--- src/rtl/apb_timer_ctrl_pkg.sv ---
// Shared definitions for the APB timer control slave: FSM states, register map
// and the address decode check.
package apb_timer_ctrl_pkg;

  typedef enum logic [1:0] {
    IDLE   = 2'd0,
    WAIT   = 2'd1,
    ACCESS = 2'd2
  } state_e;

  localparam logic [11:0] ADDR_TCR   = 12'h000;
  localparam logic [11:0] ADDR_TDR0  = 12'h004;
  localparam logic [11:0] ADDR_TDR1  = 12'h008;
  localparam logic [11:0] ADDR_TCMP0 = 12'h00C;
  localparam logic [11:0] ADDR_TCMP1 = 12'h010;
  localparam logic [11:0] ADDR_TIER  = 12'h014;
  localparam logic [11:0] ADDR_TISR  = 12'h018;
  localparam logic [11:0] ADDR_THCSR = 12'h01C;
  localparam logic [11:0] ADDR_MAX   = 12'h01C;

  // Word-aligned addresses up to the last register are legal.
  function automatic logic addr_decode_err(input logic [11:0] addr);
    return (addr[1:0] != 2'b00) || (addr > ADDR_MAX);
  endfunction

endpackage

--- src/rtl/apb_timer_ctrl.sv ---
// APB slave front end for the timer register file: latches the setup phase,
// inserts WAIT_CYCLES wait states and issues one-cycle register commits.
module apb_timer_ctrl
  import apb_timer_ctrl_pkg::*;
#(
  parameter int WAIT_CYCLES = 0
) (
  input  logic        clk,
  input  logic        rst_n,
  input  logic        psel,
  input  logic        penable,
  input  logic        pwrite,
  input  logic [11:0] paddr,
  input  logic [31:0] pwdata,
  input  logic [3:0]  pstrb,
  output logic        pready,
  output logic [31:0] prdata,
  output logic        pslverr,
  output logic [11:0] reg_addr,
  output logic [31:0] reg_wdata,
  output logic [3:0]  reg_strb,
  output logic        reg_wr_en,
  output logic        reg_rd_en,
  input  logic [31:0] reg_rdata,
  input  logic        reg_err
);

  localparam logic [3:0] WAIT_LOAD = (WAIT_CYCLES > 0) ? 4'(WAIT_CYCLES - 1) : 4'd0;

  state_e     state;
  logic [3:0] wait_cnt;
  logic       lat_write;
  logic       access;
  logic       decode_err;

  // Completion is decoded from the registered state and the live psel/penable
  // so pready can fall in the same cycle the master withdraws the transfer.
  always_comb begin
    access     = (state == ACCESS) && psel && penable;
    decode_err = addr_decode_err(reg_addr);
    pready     = access;
    reg_wr_en  = access && lat_write && !decode_err && !reg_err;
    reg_rd_en  = access && !lat_write && !decode_err;
    pslverr    = access && (decode_err || (lat_write && reg_err));
    prdata     = reg_rd_en ? reg_rdata : '0;
  end

  always_ff @(posedge clk or negedge rst_n) begin
    if (!rst_n) begin
      state     <= IDLE;
      wait_cnt  <= '0;
      lat_write <= 1'b0;
      reg_addr  <= '0;
      reg_wdata <= '0;
      reg_strb  <= '0;
    end else begin
      case (state)
        IDLE: begin
          if (psel && !penable) begin
            reg_addr  <= paddr;
            reg_wdata <= pwdata;
            reg_strb  <= pstrb;
            lat_write <= pwrite;
            if (WAIT_CYCLES > 0) begin
              state    <= WAIT;
              wait_cnt <= WAIT_LOAD;
            end else begin
              state <= ACCESS;
            end
          end
        end
        WAIT: begin
          if (!psel) begin
            state <= IDLE;
          end else if (wait_cnt == 4'd0) begin
            state <= ACCESS;
          end else begin
            wait_cnt <= wait_cnt - 4'd1;
          end
        end
        ACCESS: begin
          // A back-to-back setup phase is picked up from IDLE on the next cycle.
          if (!psel || access) begin
            state <= IDLE;
          end
        end
        default: state <= IDLE;
      endcase
    end
  end

endmodule

--- config.mk ---
export PLATFORM = sky130hd
export DESIGN_NAME = apb_timer_ctrl
export DESIGN_NICKNAME = d
export VERILOG_FILES = /design/src/rtl/apb_timer_ctrl_pkg.sv /design/src/rtl/apb_timer_ctrl.sv
export SDC_FILE = /design/constraint.sdc
export NUM_CORES = 1
export LEC_CHECK = 0
export CORE_AREA = 2 2 81 83
export DETAILED_ROUTE_END_ITERATION = 12
export DIE_AREA = 0 0 83 85
export PLACE_DENSITY_LB_ADDON = 0.25
export SYNTH_ARGS = -nofsm -noshare
export SYNTH_HDL_FRONTEND = slang
export SYNTH_SLANG_ARGS = --single-unit
--- constraint.sdc ---
create_clock -name clk -period 2.75 [get_ports clk]
set_input_delay 0.4125 -clock clk [delete_from_list [all_inputs] [get_ports clk]]
set_output_delay 0.4125 -clock clk [all_outputs]
set_load 0.02 [all_outputs]
==> results.txt, run 1 <==
----------------------------------------------------
[Status]
  Result of the run ... finished, final reports clean

[Clock tree]
  Number of H-tree levels ... 2
  Number of buffers on the longest clock path ... 2
  Post-CTS Hold Fix Bufs ... 0
  Quantity of gates resized following cts ... 35
  Post-CTS Repair Setup Buffers ... 0
  Clock tree root buffer cell ... sky130_fd_sc_hd__clkbuf_8
  Clock Pin Slew Worst Setup and Hold Paths ... ~0.08 ns
  Clk_lat worst skew ... a little under 0.3 ns
  Number of sinks handled by clock tree synthesis ... 50
  Clock tree from TritonCTS ... yes
  Number of buffers inserted during clock tree synthesis ... 5

[Synth]
  Synthesis-stage register bit count ... 50
  Register area share after synthesis ... 57.7%
  Number of library cell types mapped by synthesis ... 18
  Cell area after synthesis ... ~2200 um^2
  Cell type with the highest aggregate area in the netlist ... sky130_fd_sc_hd__dfrtp_1
  Proportion of netlist area held by the largest area contributor ... between 50 and 60%
  Average cell area after synthesis ... 14.1 um^2
  Syn nets ... 240
  Top cells by area, synth ... sky130_fd_sc_hd__dfrtp_1 (58%), sky130_fd_sc_hd__mux2_2 (25%), sky130_fd_sc_hd__and3_1 (8.1%)
  Yosys warning count ... 0
  Number of instances in the synthesized netlist ... 154

[Pwr]
  Pwr Total ... about 2100 uW
  Peak supply drop ... 0.349 mV
  Proportion of power drawn by flip-flops and latches ... a little under half
  Internal power ... approximately 1500 uW
  Total power divided by cell area ... approximately 520 nW/um^2
  Proportion of power drawn by combinational gates ... a little over a third
  Leakage ... between 0.0015 and 0.002 uW
  Net Switching ... between 500 and 600 uW
  Sw Share ... between 20% and 30%
  Relative contribution of the clock network to total power ... about 19%

[STA]
  Sum Neg Setup Slack ... 0 ns
  Final period utilization ... between 90% and 100%
  Final count of negative-setup-slack endpoints ... 0
  Number of slew-limit violations in the final report ... 0
  Achievable Freq ... 378 MHz
  Final min period ... around 2.6 ns
  RSZ-0062 raised after global routing ... no
  Relative slew slack ... between 50% and 60%
  Worst Hold Margin ... approximately 0.22 ns
  Total count of hold-check failures in the final report ... 0
  Slew at the pin closest to its max-slew limit ... ~0.64 ns
  Maximum clock skew at final layout ... roughly 0.0036 ns

[Worst setup path]
  RR Startpoint ... state[1]$_DFFE_PN0P_
  Critical path startpoint category ... flip-flop
  Slowest stage cell on the critical path ... sky130_fd_sc_hd__or4_4
  Reg2reg setup slack ... between 1 and 1.5 ns
  Worst path cell trace ... or4_4, nor4_4, buf_12, and4b_1, dlygate4sd2_1
  Crit Path Category ... flip-flop to output port
  Count of cells along the worst register-to-register path ... 3
  Worst R2R End ... reg_wdata[21]$_DFFE_PN0P_
  Longest individual stage delay on the worst path ... between 0.5 and 0.6 ns
  Required time worst endpoint ... ~2.3 ns
  Worst path arrival time ... 2.24 ns
  Endpoint class of the critical path ... output port
  Maximum fanout along the worst path ... 35

[Global route]
  Total congestion overflow after global routing ... 0
  Number of global-route vias before repair ... roughly 2.0k
  Pin count of the biggest net entering global routing ... between 50 and 60
  Number of antenna violations at the first check in global routing ... 0
  Overall global routing resource usage ... between 15 and 20%
  Wire length of the first global-routing pass ... just under 10000 um

[Final layout]
  Top library cells by usage in the layout, fill and taps aside ... sky130_fd_sc_hd__clkdlybuf4s50_1 (133), sky130_fd_sc_hd__dfrtp_1 (50), sky130_fd_sc_hd__mux2_2 (49)
  Nets ... 410
  Area of all placed cells without fillers ... 3970 um^2
  Filler Cells Inserted ... 502
  Seq. cell area ... between 1000 and 1500 um^2
  Utilization after layout ... a little under two thirds
  Area growth syn-to-layout ... 83.2%
  Count of inserted antenna diode cells ... 0
  Multi-input gate area in the final layout ... around 850 um^2
  Share of layout cells above drive strength 1 ... roughly 21%
  Most common cell after layout, fill and taps aside ... sky130_fd_sc_hd__clkdlybuf4s50_1

[Place]
  # port buffers ... 169
  Gp weighted congestion ... about 0.8
  Cell area after placement ... slightly below 4000 um^2
  Post-DP HPWL ... 4600 um

[Drt]
  DRC violations left ... 0
  Violation count after the first detailed-route iteration ... 28
  Detailed-route vias per instance ... roughly 4.7
  DR pass1 iterations ... 4
  Vias ... around 1.9k
  Routed wirelength normalized by instance count ... between 10 and 15 um
  Final Routed Wirelength ... 5920 um
  Antenna-violating nets left ... 0

[Floorplan]
  Die width ... around 83 um
  Rows ... 29
  Core Box Area ... roughly 6200 um^2
  Number of top-level design ports ... between 150 and 200
  Die H ... ~85 um
  Die Footprint ... between 7000 and 8000 um^2
  Starting Density ... 34.9%

[Job]
  Max-cap viol count ... 0

[Hold path]
  Min-Delay Path Class ... input pin to async pin

----------------------------------------------------
==> how the worst max path moves through the flow <==
stage                  to                     start
2_1_floorplan  prdata[23]  reg_addr[10]$_DFFE_PN0P_
3_3_place_gp    reg_wr_en  reg_addr[10]$_DFFE_PN0P_
3_5_place_dp   prdata[31]                   penable
4_1_cts         reg_wr_en  reg_addr[10]$_DFFE_PN0P_
5_1_grt         reg_wr_en  reg_addr[10]$_DFFE_PN0P_
6_report        reg_wr_en  reg_addr[10]$_DFFE_PN0P_
==> worst max-delay path: cells and delay by family, from the launching register on <==
kind,cells,cell delay [ns]
buffers and inverters,2,0.53
AND/OR/NAND/NOR,3,1.01
flip-flops,1,0.40
==> through the flow <==
stage          std cells  setup WS [ns]
6_report             401          0.102
5_1_grt              401         0.0137
4_1_cts              401         0.0672
3_5_place_dp         394          0.139
3_3_place_gp         394          0.165
2_1_floorplan        154          0.513
==> routing by layer <==
metal  up-vias  global-route usage [%]  wire length, um  share of wire [%]
met1       862                    18.9             2300                 39
met5         -                       0                0                  0
met3         9                    5.93              511                8.6
met2       105                    31.2             3000                 51
met4         0                    5.07              106                1.8
li1        890                       -                -                  -
==> cell usage after synthesis <==
library cell / instances
sky130_fd_sc_hd__clkbuf_1: 3
sky130_fd_sc_hd__or3_1: 1
sky130_fd_sc_hd__mux2_2: 49
sky130_fd_sc_hd__nand3_1: 1
sky130_fd_sc_hd__buf_6: 3
sky130_fd_sc_hd__nor4_4: 1
sky130_fd_sc_hd__nor2b_1: 2
sky130_fd_sc_hd__and3_2: 4
sky130_fd_sc_hd__and2_1: 1
sky130_fd_sc_hd__and4b_1: 1
sky130_fd_sc_hd__and3_1: 28
sky130_fd_sc_hd__nor2_1: 1
sky130_fd_sc_hd__or4_4: 1
sky130_fd_sc_hd__inv_1: 1
sky130_fd_sc_hd__a21oi_1: 1
sky130_fd_sc_hd__nand2_1: 1
sky130_fd_sc_hd__dfrtp_1: 50
sky130_fd_sc_hd__buf_2: 5
==> layout make-up <==
class	instances	share of cell area, %
Timing Repair Buffer	174	42.6
Sequential cell	50	31.5
Multi-Input combinational cell	92	21.4
Tap cell	77	2.43
Clock buffer	7	1.92
Inverter	1	0.0945
==> state kept, by name, summed over array words and instances, names as in the netlist <==
signal     flops
state          1
lat_write      1
reg_wdata     32
reg_addr      12
reg_strb       4
==> power by group through the flow <==
stage          Clock, uW  Combinational, uW  Sequential (uW)
5_1_grt              446                769              957
3_5_place_dp           0                736              954
4_1_cts              419                739              939
2_1_floorplan          0                148             1110
6_report             397                729              936
3_3_place_gp           0                730              947
==> kinds of logic after synthesis <==
group                  share of synthesized area (%)
buffers and inverters                           3.41
AOI/OAI and AO/OA                              0.231
and+or+nand+nor                                 13.2
DFF                                             57.7
muxes                                           25.5
No activity file was read; power rests on OpenSTA's default activity.
==> run 2, diff against run 1 <==
--- a/config.mk
+++ b/config.mk
@@ -5,9 +5,10 @@
 export SDC_FILE = /design/constraint.sdc
 export NUM_CORES = 1
 export LEC_CHECK = 0
-export CORE_AREA = 2 2 81 83
+export CORE_AREA = 2 2 73 75
 export DETAILED_ROUTE_END_ITERATION = 12
-export DIE_AREA = 0 0 83 85
+export DIE_AREA = 0 0 75 77
+export DONT_BUFFER_PORTS = 1
 export PLACE_DENSITY_LB_ADDON = 0.25
 export SYNTH_ARGS = -nofsm -noshare
 export SYNTH_HDL_FRONTEND = slang
==> constraint.sdc (replaced) <==
create_clock -name clk -period 2.75 [get_ports clk]
set_input_delay 0.4125 -clock clk [delete_from_list [all_inputs] [get_ports clk]]
set_output_delay 0.4125 -clock clk [all_outputs]
set_load 0.1 [all_outputs]
==> results.txt, run 2 (synthesis results as in run 1) <==
----------------------------------------------------
[Global route]
  Overall global routing resource usage ... approximately a fifth
  Grt peak-use layer ... met2
  Total congestion overflow after global routing ... 0
  Pin count of the biggest net entering global routing ... 51
  Number of antenna violations at the first check in global routing ... 0
  Global routing met1 resource utilization ... between 15 and 20%
  Wire length of the first global-routing pass ... about 8200 um
  Met3 usage ... about 8.4%
  M2 GR Usage ... around 33%
  Number of global-route vias before repair ... about 1.5k

[STA]
  Maximum clock skew at final layout ... roughly 0.0047 ns
  Achievable Freq ... around 390 MHz
  Total count of hold-check failures in the final report ... 0
  Final period utilization ... 94.2%
  Final min period ... 2.59 ns
  Setup slack of the critical path after layout ... ~0.16 ns
  Final count of negative-setup-slack endpoints ... 0
  Slew at the pin closest to its max-slew limit ... between 0.9 and 1 ns
  Sum Neg Setup Slack ... 0 ns
  Relative slew slack ... between 30 and 40%
  Number of slew-limit violations in the final report ... 0
  RSZ-0062 raised after global routing ... no

[Worst setup path]
  Reg2reg setup slack ... approximately 1.1 ns
  Endpoint class of the critical path ... output port
  Worst path arrival time ... between 2 and 2.5 ns
  Worst R2R End ... reg_addr[6]$_DFFE_PN0P_
  Crit Path Category ... flip-flop to output port
  Maximum fanout along the worst path ... 35
  Count of cells along the worst register-to-register path ... 3
  Required time worst endpoint ... roughly 2.3 ns
  Critical path startpoint category ... flip-flop
  RR Startpoint ... state[1]$_DFFE_PN0P_

[Place]
  Post-DP HPWL ... 4350 um
  # port buffers ... 0
  Pre-CTS WS ... roughly 0.44 ns
  Gp weighted congestion ... 0.678

[Hold path]
  Min-Delay Path Class ... input pin to flip-flop
  Worst hold stages ... 1
  End of the worst hold path ... state[1]$_DFFE_PN0P_
  Source of the worst hold timing path ... penable

[Clock tree]
  Clock tree from TritonCTS ... yes
  Number of buffers inserted during clock tree synthesis ... 5
  Clk_lat worst skew ... just under 0.3 ns
  Number of H-tree levels ... 2
  Number of buffers on the longest clock path ... 2
  Clock Pin Slew Worst Setup and Hold Paths ... roughly 0.08 ns
  Number of sinks handled by clock tree synthesis ... 50
  Post-CTS Repair Setup Buffers ... 0
  Clock tree root buffer cell ... sky130_fd_sc_hd__clkbuf_8

[Final layout]
  Count of inserted antenna diode cells ... 0
  Largest registers ... reg_wdata (32), reg_addr (12), reg_strb (4)
  Top library cells by usage in the layout, fill and taps aside ... sky130_fd_sc_hd__mux2_2 (49), sky130_fd_sc_hd__dfrtp_1 (46), sky130_fd_sc_hd__buf_12 (36)
  Nets ... approximately 290
  Largest reg by FF count ... reg_wdata
  Most common cell after layout, fill and taps aside ... sky130_fd_sc_hd__mux2_2
  Area growth syn-to-layout ... 47.7%
  Share of layout cells above drive strength 1 ... between 70% and 80%
  Largest register FFs ... 32

[Drt]
  Final Routed Wirelength ... 5390 um
  Violation count after the first detailed-route iteration ... 19
  Routed wirelength normalized by instance count ... 19.9 um
  DR pass1 iterations ... 4
  Antenna-violating nets left ... 0
  DRC violations left ... 0
  Detailed-route vias per instance ... about 5.2
  Vias ... between 1k and 1.5k

[Floorplan]
  Die Footprint ... approximately 5800 um^2
  Starting Density ... a little over two fifths
  Number of top-level design ports ... 170
  Die H ... approximately 77 um
  Die width ... 75 um
  Core Box Area ... around 5000 um^2
  Rows ... 26

[Job]
  Max-cap viol count ... 0

[Pwr]
  Peak supply drop ... about 0.57 mV
  Total power divided by cell area ... around 820 nW/um^2
  Leakage ... around 0.0014 uW

[Status]
  Result of the run ... finished, final reports clean

----------------------------------------------------
[run 2: how the worst max path moves through the flow]
stage | startpoint | end | slack [ns] | cells after the start
floorplan | reg_addr[1]$_DFFE_PN0P_ | pslverr | 0.01 | 4
global placement | reg_addr[10]$_DFFE_PN0P_ | reg_wr_en | 0.47 | 5
detailed placement | reg_addr[10]$_DFFE_PN0P_ | reg_wr_en | 0.44 | 5
CTS | reg_addr[10]$_DFFE_PN0P_ | reg_wr_en | 0.11 | 5
global route | reg_addr[10]$_DFFE_PN0P_ | reg_wr_en | 0.06 | 5
finish | reg_addr[10]$_DFFE_PN0P_ | reg_wr_en | 0.16 | 5
[run 2: critical path: stages, from the launching register on]
cell,delay [ns]
sky130_fd_sc_hd__dfrtp_2,0.41
sky130_fd_sc_hd__or4_4,0.54
sky130_fd_sc_hd__nor4_4,0.23
sky130_fd_sc_hd__buf_6,0.24
sky130_fd_sc_hd__and4b_2,0.28
sky130_fd_sc_hd__buf_12,0.18
[run 2: area by class of cell]
type / instances / area [um^2]
clock buffer: 8 / 110
inverter: 1 / 3.75
timing repair buffer: 50 / 852
fill: 375 / 1780
multi-input combinational: 92 / 891
tap: 70 / 87.6
sequential: 50 / 1260
[run 2: metrics by stage]
stage / instance area [um^2] / hold WS (ns) / power, uW / util [%] / std cells
finish: 3200 / 0.200 / 2610 / 64.3 / 271
global route: 3200 / 0.171 / 2700 / 64.3 / 271
CTS: 3200 / 0.181 / 2640 / 64.2 / 271
detailed placement: 3050 / 0.118 / 2140 / 61.3 / 261
global placement: 3050 / 0.118 / 2120 / 61.3 / 261
floorplan: 2210 / 0.117 / 2040 / - / 154
[run 2: where the power goes]
part / switching, uW / leakage [uW] / internal, uW / total [uW]
logic: 272 / 0.000769 / 152 / 424
clock network: 219 / 0.0000575 / 254 / 473
registers: 868 / 0.000585 / 848 / 1720
[run 2: what timing repair did]
action | 4_1_cts | 5_1_grt
setup endpoints to repair | 0 | 1
resized for setup | 0 | 1
hold buffers | 2 | 0
endpoints found under the hold margin | 50 | 0
[run 2: routing by layer]
layer | part of all wire (%) | vias up | wire length [um]
met5 | 0 | - | 0
met4 | 1.7 | 0 | 89
met3 | 13 | 8 | 681
met2 | 53 | 101 | 2860
met1 | 33 | 660 | 1760
li1 | - | 638 | -
==> run 3, diff against run 2 <==
--- a/config.mk
+++ b/config.mk
@@ -5,9 +5,10 @@
 export SDC_FILE = /design/constraint.sdc
 export NUM_CORES = 1
 export LEC_CHECK = 0
-export CORE_AREA = 2 2 73 75
+export CORE_AREA = 2 2 65 67
+export CTS_CLUSTER_SIZE = 24
 export DETAILED_ROUTE_END_ITERATION = 12
-export DIE_AREA = 0 0 75 77
+export DIE_AREA = 0 0 67 69
 export DONT_BUFFER_PORTS = 1
 export PLACE_DENSITY_LB_ADDON = 0.25
 export SYNTH_ARGS = -nofsm -noshare
==> results.txt, run 3 (synthesis results as in run 1) <==
----------------------------------------------------
[Clock tree]
  Number of sinks handled by clock tree synthesis ... 50
  Number of buffers on the longest clock path ... 2
  Clk_lat worst skew ... roughly 0.3 ns
  Clock tree from TritonCTS ... yes
  Clock tree root buffer cell ... sky130_fd_sc_hd__clkbuf_8
  Clock Pin Slew Worst Setup and Hold Paths ... around 0.090 ns
  Number of buffers inserted during clock tree synthesis ... 5
  Number of H-tree levels ... 2

[Place]
  Inst Count DP ... around 240
  Post-DP HPWL ... between 4000 and 5000 um
  # port buffers ... 0
  Gp weighted congestion ... 0.790
  Cell area after placement ... 3010 um^2

[Pwr]
  Internal power ... 1180 uW
  Sw Share ... between 50% and 60%
  Net Switching ... ~1400 uW
  Proportion of power drawn by combinational gates ... between 10% and 20%
  Proportion of power drawn by flip-flops and latches ... between 60% and 70%
  Pwr Total ... around 2600 uW
  Relative contribution of the clock network to total power ... 16.2%
  Peak supply drop ... 0.717 mV
  Total power divided by cell area ... between 800 and 900 nW/um^2
  Leakage ... 0.00140 uW

[Floorplan]
  Die Footprint ... between 4000 and 5000 um^2
  Starting Density ... 55.4%
  Core Box Area ... slightly below 4000 um^2
  Rows ... 23
  Die H ... slightly below 70 um
  Die width ... 67 um
  Number of top-level design ports ... 170

[Final layout]
  Largest register FFs ... 32
  Area growth syn-to-layout ... 44.7%
  Number of cells in the finished layout apart from fillers ... about 250
  Top library cells by usage in the layout, fill and taps aside ... sky130_fd_sc_hd__mux2_2 (49), sky130_fd_sc_hd__dfrtp_1 (46), sky130_fd_sc_hd__buf_12 (35)
  Most common cell after layout, fill and taps aside ... sky130_fd_sc_hd__mux2_2
  Largest reg by FF count ... reg_wdata
  Share of layout cells above drive strength 1 ... between 70 and 80%
  Largest registers ... reg_wdata (32), reg_addr (12), reg_strb (4)
  Nets ... 286
  Area of all placed cells without fillers ... 3140 um^2
  Utilization after layout ... approximately four fifths
  Count of inserted antenna diode cells ... 0

[STA]
  Final min period ... ~2.7 ns
  Final count of negative-setup-slack endpoints ... 0
  Relative slew slack ... roughly two fifths
  RSZ-0062 raised after global routing ... no
  Slew at the pin closest to its max-slew limit ... slightly above 0.9 ns
  Final period utilization ... between 90% and 100%
  Maximum clock skew at final layout ... 0.00514 ns
  Achievable Freq ... approximately 370 MHz
  Total count of hold-check failures in the final report ... 0
  Sum Neg Setup Slack ... 0 ns
  Number of slew-limit violations in the final report ... 0

[Global route]
  Overall global routing resource usage ... 26.2%
  Number of antenna violations at the first check in global routing ... 0
  Number of global-route vias before repair ... about 1.6k
  Pin count of the biggest net entering global routing ... slightly above 50
  Total congestion overflow after global routing ... 0
  Wire length of the first global-routing pass ... 8840 um

[Worst setup path]
  Slowest stage cell on the critical path ... sky130_fd_sc_hd__or4_4
  Worst path cell trace ... or4_4, nor4_4, buf_4, and4b_2, buf_12
  Crit Path Category ... flip-flop to output port
  Critical path startpoint category ... flip-flop
  Endpoint class of the critical path ... output port
  Maximum fanout along the worst path ... 35
  Required time worst endpoint ... between 2 and 2.5 ns
  Longest individual stage delay on the worst path ... 0.54 ns
  Worst path arrival time ... approximately 2.3 ns

[Drt]
  Routed wirelength normalized by instance count ... 24.2 um
  DR pass1 iterations ... 2
  DRC violations left ... 0
  Final Routed Wirelength ... slightly above 6000 um
  Detailed-route vias per instance ... ~5.8
  Antenna-violating nets left ... 0
  Vias ... 1460
  Violation count after the first detailed-route iteration ... 71

[Job]
  Max-cap viol count ... 0

[Status]
  Result of the run ... finished, final reports clean

[Hold path]
  Min-Delay Path Class ... input pin to flip-flop

----------------------------------------------------
==> run 3: cell count changes in the layout (fill, tap and decap cells not counted), sizes merged <==
cell    delta
clkbuf     -3
clkinv     +2
inv        +1
==> run 3: final timing paths <==
path	startpoint	endpoint	slack, ns	cells past startpoint
setup / recovery	reg_addr[10]$_DFFE_PN0P_	reg_wr_en	0.07	5
hold / removal	penable	state[1]$_DFFE_PN0P_	0.19	1
setup reg to reg	state[1]$_DFFE_PN0P_	reg_addr[5]$_DFFE_PN0P_	1.16	3
hold reg to reg	lat_write$_DFFE_PN0P_	lat_write$_DFFE_PN0P_	0.57	1
max in group asynchronous	rst_n	reg_addr[8]$_DFFE_PN0P_	1.91	2
min in group asynchronous	rst_n	reg_addr[2]$_DFFE_PN0P_	0.62	2
==> run 3: power groups by stage <==
stage	Combinational (uW)	Sequential, uW	Clock, uW
floorplan	157	1880	0
global placement	397	1720	0
detailed placement	413	1730	0
CTS	433	1720	422
global route	451	1730	456
finish	428	1720	416
==> run 3: metrics by stage <==
step / hold WS [ns] / worst slack (ns)
6_report: 0.189 / 0.0718
5_1_grt: 0.177 / 0.00173
4_1_cts: 0.184 / 0.0744
3_5_place_dp: 0.118 / 0.411
3_3_place_gp: 0.118 / 0.470
2_1_floorplan: 0.117 / 0.0129
==> run 3: per-layer routing <==
| metal | vias to the layer above | global-route usage [%] | share of wire [%] | wire (um) |
|---|---|---|---|---|
| li1 | 640 | - | - | - |
| met1 | 726 | 25.8 | 32 | 1940 |
| met2 | 87 | 48.6 | 56 | 3410 |
| met3 | 7 | 10.9 | 11 | 659 |
| met4 | 0 | 6.58 | 1.2 | 70 |
| met5 | - | 0 | 0 | 0 |
==> run 3: timing repair <==
action | CTS | global route
hold buffers | 2 | 0
resized for setup | 0 | 0
endpoints found under the hold margin | 50 | 0
buffers inserted | 0 | 0
==> run 3: critical path, delay by kind of cell, from the launching register on <==
family	cells	cell delay, ns
flops	1	0.41
simple gates	3	1.05
buf+inv	2	0.50
==> run 3: final cells by class <==
type                       count  area (um^2)
clock inverter                 3         18.8
multi-input combinational     92          891
clock buffer                   5         68.8
sequential                    50         1260
fill                         226          777
tap                           50         62.6
inverter                       1         3.75
timing repair buffer          50          836
